===== src/rtl/i2s_tone_tx.sv =====
// I2S transmitter: buffers one stereo pair and serializes it MSB-first with
// self-generated SCK and WS, one-bit data delay after each WS edge.
module i2s_tone_tx #(
    parameter int CLK_DIV      = 4,
    parameter int SAMPLE_WIDTH = 16,
    parameter int SLOT_WIDTH   = 16
) (
    input  logic                    clk,
    input  logic                    reset,
    input  logic                    in_valid,
    output logic                    in_ready,
    input  logic [SAMPLE_WIDTH-1:0] in_left,
    input  logic [SAMPLE_WIDTH-1:0] in_right,
    output logic                    sck,
    output logic                    ws,
    output logic                    sd,
    output logic                    frame_start,
    output logic                    underrun
);
    localparam int FRAME_BITS = 2 * SLOT_WIDTH;
    localparam int DIV_W      = (CLK_DIV > 1) ? $clog2(CLK_DIV) : 1;
    localparam int POS_W      = $clog2(FRAME_BITS);
    localparam int PAD        = SLOT_WIDTH - SAMPLE_WIDTH;

    localparam logic [DIV_W-1:0] DIV_LAST  = DIV_W'(CLK_DIV - 1);
    localparam logic [POS_W-1:0] POS_LAST  = POS_W'(FRAME_BITS - 1);
    localparam logic [POS_W-1:0] POS_RIGHT = POS_W'(SLOT_WIDTH);

    logic [DIV_W-1:0]        div_cnt;
    logic [POS_W-1:0]        pos;
    logic [POS_W-1:0]        pos_next;
    logic [FRAME_BITS-1:0]   shreg;
    logic                    buf_full;
    logic [SAMPLE_WIDTH-1:0] buf_left;
    logic [SAMPLE_WIDTH-1:0] buf_right;
    logic [SLOT_WIDTH-1:0]   left_slot;
    logic [SLOT_WIDTH-1:0]   right_slot;
    logic                    div_wrap;
    logic                    fall;
    logic                    load;
    logic                    accept;

    assign in_ready = !buf_full;
    assign accept   = in_valid && in_ready;
    assign div_wrap = (div_cnt == DIV_LAST);
    assign fall     = div_wrap && sck;
    assign load     = fall && (pos == POS_LAST);
    assign pos_next = (pos == POS_LAST) ? '0 : pos + 1'b1;

    // Samples sit MSB-aligned in their slot, trailing bits padded with zeros.
    assign left_slot  = SLOT_WIDTH'(buf_left) << PAD;
    assign right_slot = SLOT_WIDTH'(buf_right) << PAD;

    always_ff @(posedge clk) begin
        if (reset) begin
            div_cnt     <= '0;
            sck         <= 1'b0;
            ws          <= 1'b1;
            sd          <= 1'b0;
            pos         <= POS_LAST;
            shreg       <= '0;
            buf_full    <= 1'b0;
            buf_left    <= '0;
            buf_right   <= '0;
            frame_start <= 1'b0;
            underrun    <= 1'b0;
        end else begin
            frame_start <= load;
            underrun    <= load && !buf_full;

            if (div_wrap) begin
                div_cnt <= '0;
                sck     <= ~sck;
            end else begin
                div_cnt <= div_cnt + 1'b1;
            end

            // sd always takes the register MSB, so the load fall still emits
            // the previous frame's final right-slot bit: the one-bit delay.
            if (fall) begin
                pos <= pos_next;
                ws  <= (pos_next >= POS_RIGHT);
                sd  <= shreg[FRAME_BITS-1];
                if (load) begin
                    shreg <= buf_full ? {left_slot, right_slot} : '0;
                end else begin
                    shreg <= shreg << 1;
                end
            end

            if (load && buf_full) begin
                buf_full <= 1'b0;
            end else if (accept) begin
                buf_full  <= 1'b1;
                buf_left  <= in_left;
                buf_right <= in_right;
            end
        end
    end
endmodule


===== config.mk =====
export PLATFORM = sky130hd
export DESIGN_NAME = i2s_tone_tx
export DESIGN_NICKNAME = d
export VERILOG_FILES = /design/src/rtl/i2s_tone_tx.sv
export SDC_FILE = /design/constraint.sdc
export NUM_CORES = 1
export LEC_CHECK = 0
export BUFFER_PORTS_ARGS = -buffer_cell sky130_fd_sc_hd__buf_2
export CELL_PAD_IN_SITES_DETAIL_PLACEMENT = 1
export CELL_PAD_IN_SITES_GLOBAL_PLACEMENT = 1
export CORE_UTILIZATION = 48
export DETAILED_ROUTE_END_ITERATION = 8
export PLACE_DENSITY = 0.89
export SYNTH_ARGS = -nofsm -noshare
export SYNTH_HDL_FRONTEND = slang
export SYNTH_SLANG_ARGS = --single-unit

===== constraint.sdc =====
create_clock -name clk -period 5.31 [get_ports clk]
set_input_delay 0.531 -clock clk [delete_from_list [all_inputs] [get_ports clk]]
set_output_delay 0.531 -clock clk [all_outputs]
set_load 0.005 [all_outputs]

Word level (Yosys, flattened, before mapping)
Index checks and enable logic that the tools add are counted.

word-level totals
  bits in writable memories = 0
  input bits = 35
  latch bits = 0
  bits in registers = 77
  bits in read-only memories = 0
  memories kept = 0

operators by class
  bitwise logic cells = 2
  reductions and logical operators = 9
  equality and inequality tests = 2
  add/subtract/negate cells = 2
  order comparisons = 1
  multiply operators = 0
  div/mod/pow operators = 0
  shift operators = 0
  muxes and demuxes = 3

operator list
  kind                   count
  $mux W32               2
  $add A5 B1 Y5 const B  1
  $eq A5 B5 Y1 const B   1
  $ge A5 B5 Y1 const B   1
  $logic_and A1 B1 Y1    5
  $mux W5                1
  $reduce_or A2 Y1       2
  $add A2 B1 Y2 const B  1
  $eq A2 B2 Y1 const B   1
  $not A1 Y1             2
  $reduce_and A2 Y1      1
  $logic_not A1 Y1       1

Logic depth before layout (Yosys ltp)
  depth in word-level cells = 6
  depth in mapped cells = 8
  gate-level depth less buffers = 6

Worst setup path before layout
OpenSTA, ideal clock, no wires.

  path kind = reg-to-reg
  start = register pos[0]
  end = register shreg[22]
  clock period less this slack = 1814 ps
  setup time = 141 ps
  path buffers = 2
  stages on the path, launching flop included = 9
  path slack = 3496 ps
  required time = 5169 ps
  data arrival time = 1674 ps
  cells stage by stage = dfxtp_1 ha_1 and3_1 ha_1 and2_1 buf_6 buf_12 a221oi_2 nor3_2

between the ends
  longest elaborated chain between the ends = 3

RTL lines
  element                 line  RTL
  from (decl)             30    logic [POS_W-1:0] pos;
  from (signal assigned)  81    pos <= pos_next;
  $eq A5 B5 Y1            47    assign load = fall && (pos == POS_LAST);
  $logic_and A1 B1 Y1     47
  $mux W32                84    if (load) begin
  to (signal assigned)    85    shreg <= buf_full ? {left_slot, right_slot} : '0;
  to (signal assigned)    87    shreg <= shreg << 1;
  to (decl)               32    logic [FRAME_BITS-1:0] shreg;

No other way between the ends.
A chain may end at the register's enable or synchronous reset.

Worst setup path after layout
  start = register pos[0]
  end = register shreg[31]

The elaborated chain is that of the path after synthesis.

==> metrics.csv <==
stage;metric;value;unit
outcome;status;finished, violations left;
outcome;failing checks;design-rule violations;
timing;post-route setup TNS;0;ns
timing;Max Clk Rate;411.0;MHz
timing;final worst-path cycle share;45.82;%
cells_and_area;Diodes inserted;0;
synth;Seq/Total Area, Yosys;46.64;%
timing;fin. max-slew vios;0;
timing;Hold Vio Cnt, Final;0;
worst_setup_path;CP Buf/Inv Count;0;
clock_tree;post-CTS setup repair buffer count;0;
timing;max_slew headroom;24.55;%
synth;syn_nets;374;
synth;number of synthesis warnings;0;
clock_tree;TritonCTS clock tree;built;
placement;DP Worst Slack;2.930;ns
die;Core Region;0.006459;mm^2
timing;Final setup viols;0;
drt;First DRT Iteration DRCs;97;
synth;number of synthesized register bits;76;
timing;final hold slack;0.4138;ns
die;IO Count;41;
drt;remaining antenna violation count;0;
die;die area;0.007129;mm^2
grt;first-pass GRT wire length;12950;um
cells_and_area;share of layout cells above drive strength 1;33.88;%
die;initial core utilization;50.50;%
cells_and_area;Area Growth Syn to Fin;11.55;%
clock_tree;Max Root-Sink Buffers;2;
drt;DR vias;2516;
cells_and_area;Register Area;0.001521;mm^2
grt;All-Layer GR Usage;23.29;%
clock_tree;Clock Latency Late Sink;0.35;ns
worst_setup_path;CP dominant cell by count;ha_1;
worst_setup_path;CP Data Arrival Time;2.69;ns
worst_setup_path;Slowest-stage cell, CP;and2_2;
grt;gr ovfl total;0;
cells_and_area;Finished Cell Area;0.003638;mm^2
worst_setup_path;crit path max fanout;32;
drt;met2 wire len;3919;um
cells_and_area;FILL cells;749;
grt;number of global-route vias before repair;2663;
clock_tree;CTS HTree Levels;3;
worst_setup_path;Crit path required time;5.57;ns
worst_setup_path;Crit. End Element;register;
drt;vias per cell;5.679;
worst_setup_path;CP cell instances;ha_1 > and3_1 > ha_1 > and2_2 > a221oi_1 > nor3_1;
worst_setup_path;startpoint types;register;
drt;met3 wire len;240;um
placement;DP Area;0.003388;mm^2
synth;post-synthesis average cell area;9.708;um^2
clock_tree;CTS Sinks;76;
synth;Synth cell types;34;
cells_and_area;area of the multi-input gates;0.001533;mm^2
worst_setup_path;type of the worst setup path;register to register;
grt;largest net degree at the start of global routing;53;
timing;unrepaired setup endpoints after global routing;no;
pwr;P_leak;1.514;nW
clock_tree;Post-CTS Hold Buffers;0;
pwr;Pwr Density;341.8;mW/mm^2
drt;M1 wire length;3411;um
job;max cap viols;0;
worst_setup_path;Crit path max-delay family;simple AND/OR/NAND/NOR gates;
drt;DRT Pass-1 Iters;6;
clock_tree;Clk pin slew, worst setup/hold paths;0.08;ns
pwr;Max VDD drop;149.1;uV
grt;initial antenna violation count;0;
timing;min setup slack post-route;2.877;ns
hold_path;Hold Path Class;input port to register;
timing;Worst Tran Pin Value;1.128;ns
placement;PortBufs;40;
worst_setup_path;Critical Path Max Stage Delay;0.84;ns
timing;post-layout min period;2.433;ns
synth;Mapped Cells;336;
drt;number of remaining DRC errors;4;
placement;routability cong.;0.7049;
drt;Top Layer Used;met4;
die;die height;84.44;um
drt;Post-Route WL;7660;um
clock_tree;Num CTS Buffers;9;
clock_tree;post-cts sizing count;0;
synth;synthesized area;0.003262;mm^2
clock_tree;CTS root buf;clkbuf_8;
timing;Clock Skew;0.01066;ns
drt;WL per Instance;17.29;um
placement;post-detail-place hpwl;4320;um
die;Die X;84.44;um
die;# rows;29;
cells_and_area;nets;399;
-- cell type report --
class | instances | share of cell area, %
inverters | 2 | 0.2063
clock inverters | 4 | 2.613
flip-flops and latches | 76 | 41.82
well taps | 77 | 2.648
clock buffers | 12 | 4.264
repair buffers | 44 | 6.327
multi-input cells | 228 | 42.13
-- tightest hold or removal path, stage by stage --
cell     delay (ns)
buf_2          0.09
nand2_1        0.04
a21oi_1        0.05
-- placed cells by master, fill, tap and decap left out, types with 2 or more instances in the layout --
cell       count
a211o_1        2
nor2_1        34
bufinv_16      3
clkbuf_8      11
nand2_1       71
buf_2         40
nor3_1         5
a21oi_1       34
a221oi_2      29
buf_4          4
dfxtp_1       76
nor3_2        29
a221oi_1       2
nand3_1        2
ha_1           3
nand3b_1       2
-- path summary, 6_finish.rpt --
| path | slack, ns | from | cells past startpoint | end |
|---|---|---|---|---|
| hold / removal | 0.41 | in_left[6] | 3 | buf_left[6] |
| setup / recovery | 2.88 | pos[0] | 6 | shreg[31] |
| hold reg to reg | 0.46 | div_cnt[0] | 1 | div_cnt[0] |
| setup reg to reg | 2.88 | pos[0] | 6 | shreg[31] |
-- power breakdown --
group / total [mW] / switching [mW] / internal, mW
Sequential: 0.607 / 0.0164 / 0.590
Combinational: 0.0926 / 0.0620 / 0.0306
Clock: 0.545 / 0.207 / 0.338
Total: 1.24 / 0.286 / 0.958
-- metal layers --
metal,GRT usage (%),vias up
met5,0,-
met4,6.934,0
met3,5.605,8
met2,40.61,34
met1,28.68,1247
li1,-,1227
-- cells in the mapped netlist --
library cell,n,area (um^2)
dfxtp_1,76,1521
clkbuf_1,4,15.01
a311o_1,1,10.01
a221oi_1,2,17.52
and3_1,1,6.260
nand2b_1,1,6.260
nand3_1,2,10.01
a211o_1,2,17.52
xnor2_1,1,8.760
nand2_1,71,266.5
nor3b_1,1,7.510
buf_4,2,15.01
inv_1,1,3.750
nor2_1,34,127.6
a221oi_2,29,435.4
nand3b_1,2,15.01
nor3_1,5,25.02
nor4b_2,1,15.01
ha_1,3,37.54
a21o_1,1,7.510
nand2_2,1,6.260
o21ai_1,1,5.000
buf_12,3,60.06
inv_2,1,3.750
nor3_2,29,290.3
buf_1,3,11.26
a21oi_1,34,170.2
nor2b_1,1,6.260
buf_2,16,80.08
nand3_2,1,10.01
nor4_1,1,6.260
buf_6,2,22.52
a21oi_2,1,8.760
and2_1,2,12.51
-- registers in the layout, summed over array words and instances (netlist names), 2 cells and up --
name / count
div_cnt: 2
shreg: 32
pos: 4
buf_right: 16
buf_left: 16
-- cell families (layout without fill, tap and decap cells) --
| kind of cell | after synthesis | count (layout) | share of synthesized area, % |
|---|---|---|---|
| buffers and inverters | 32 | 62 | 6.482 |
| adders and majority gates | 3 | 3 | 1.151 |
| DFF | 76 | 76 | 46.64 |
| AOI/OAI and AO/OA | 71 | 71 | 20.60 |
| xor gates and xnor gates | 1 | 1 | 0.2686 |
| and+or+nand+nor | 153 | 153 | 24.86 |
-- per-stage QoR --
| step | instances | utilization [%] | power (mW) |
|---|---|---|---|
| final | 443 | 56.33 | 1.244 |
| after global routing | 443 | 56.33 | 1.293 |
| after CTS | 443 | 56.33 | 1.253 |
| after detailed placement | 427 | 52.46 | 0.7112 |
| after global placement | 427 | 52.46 | 0.7064 |
| after floorplan | 336 | - | 0.6899 |
Power figures use the tool's default switching activity.
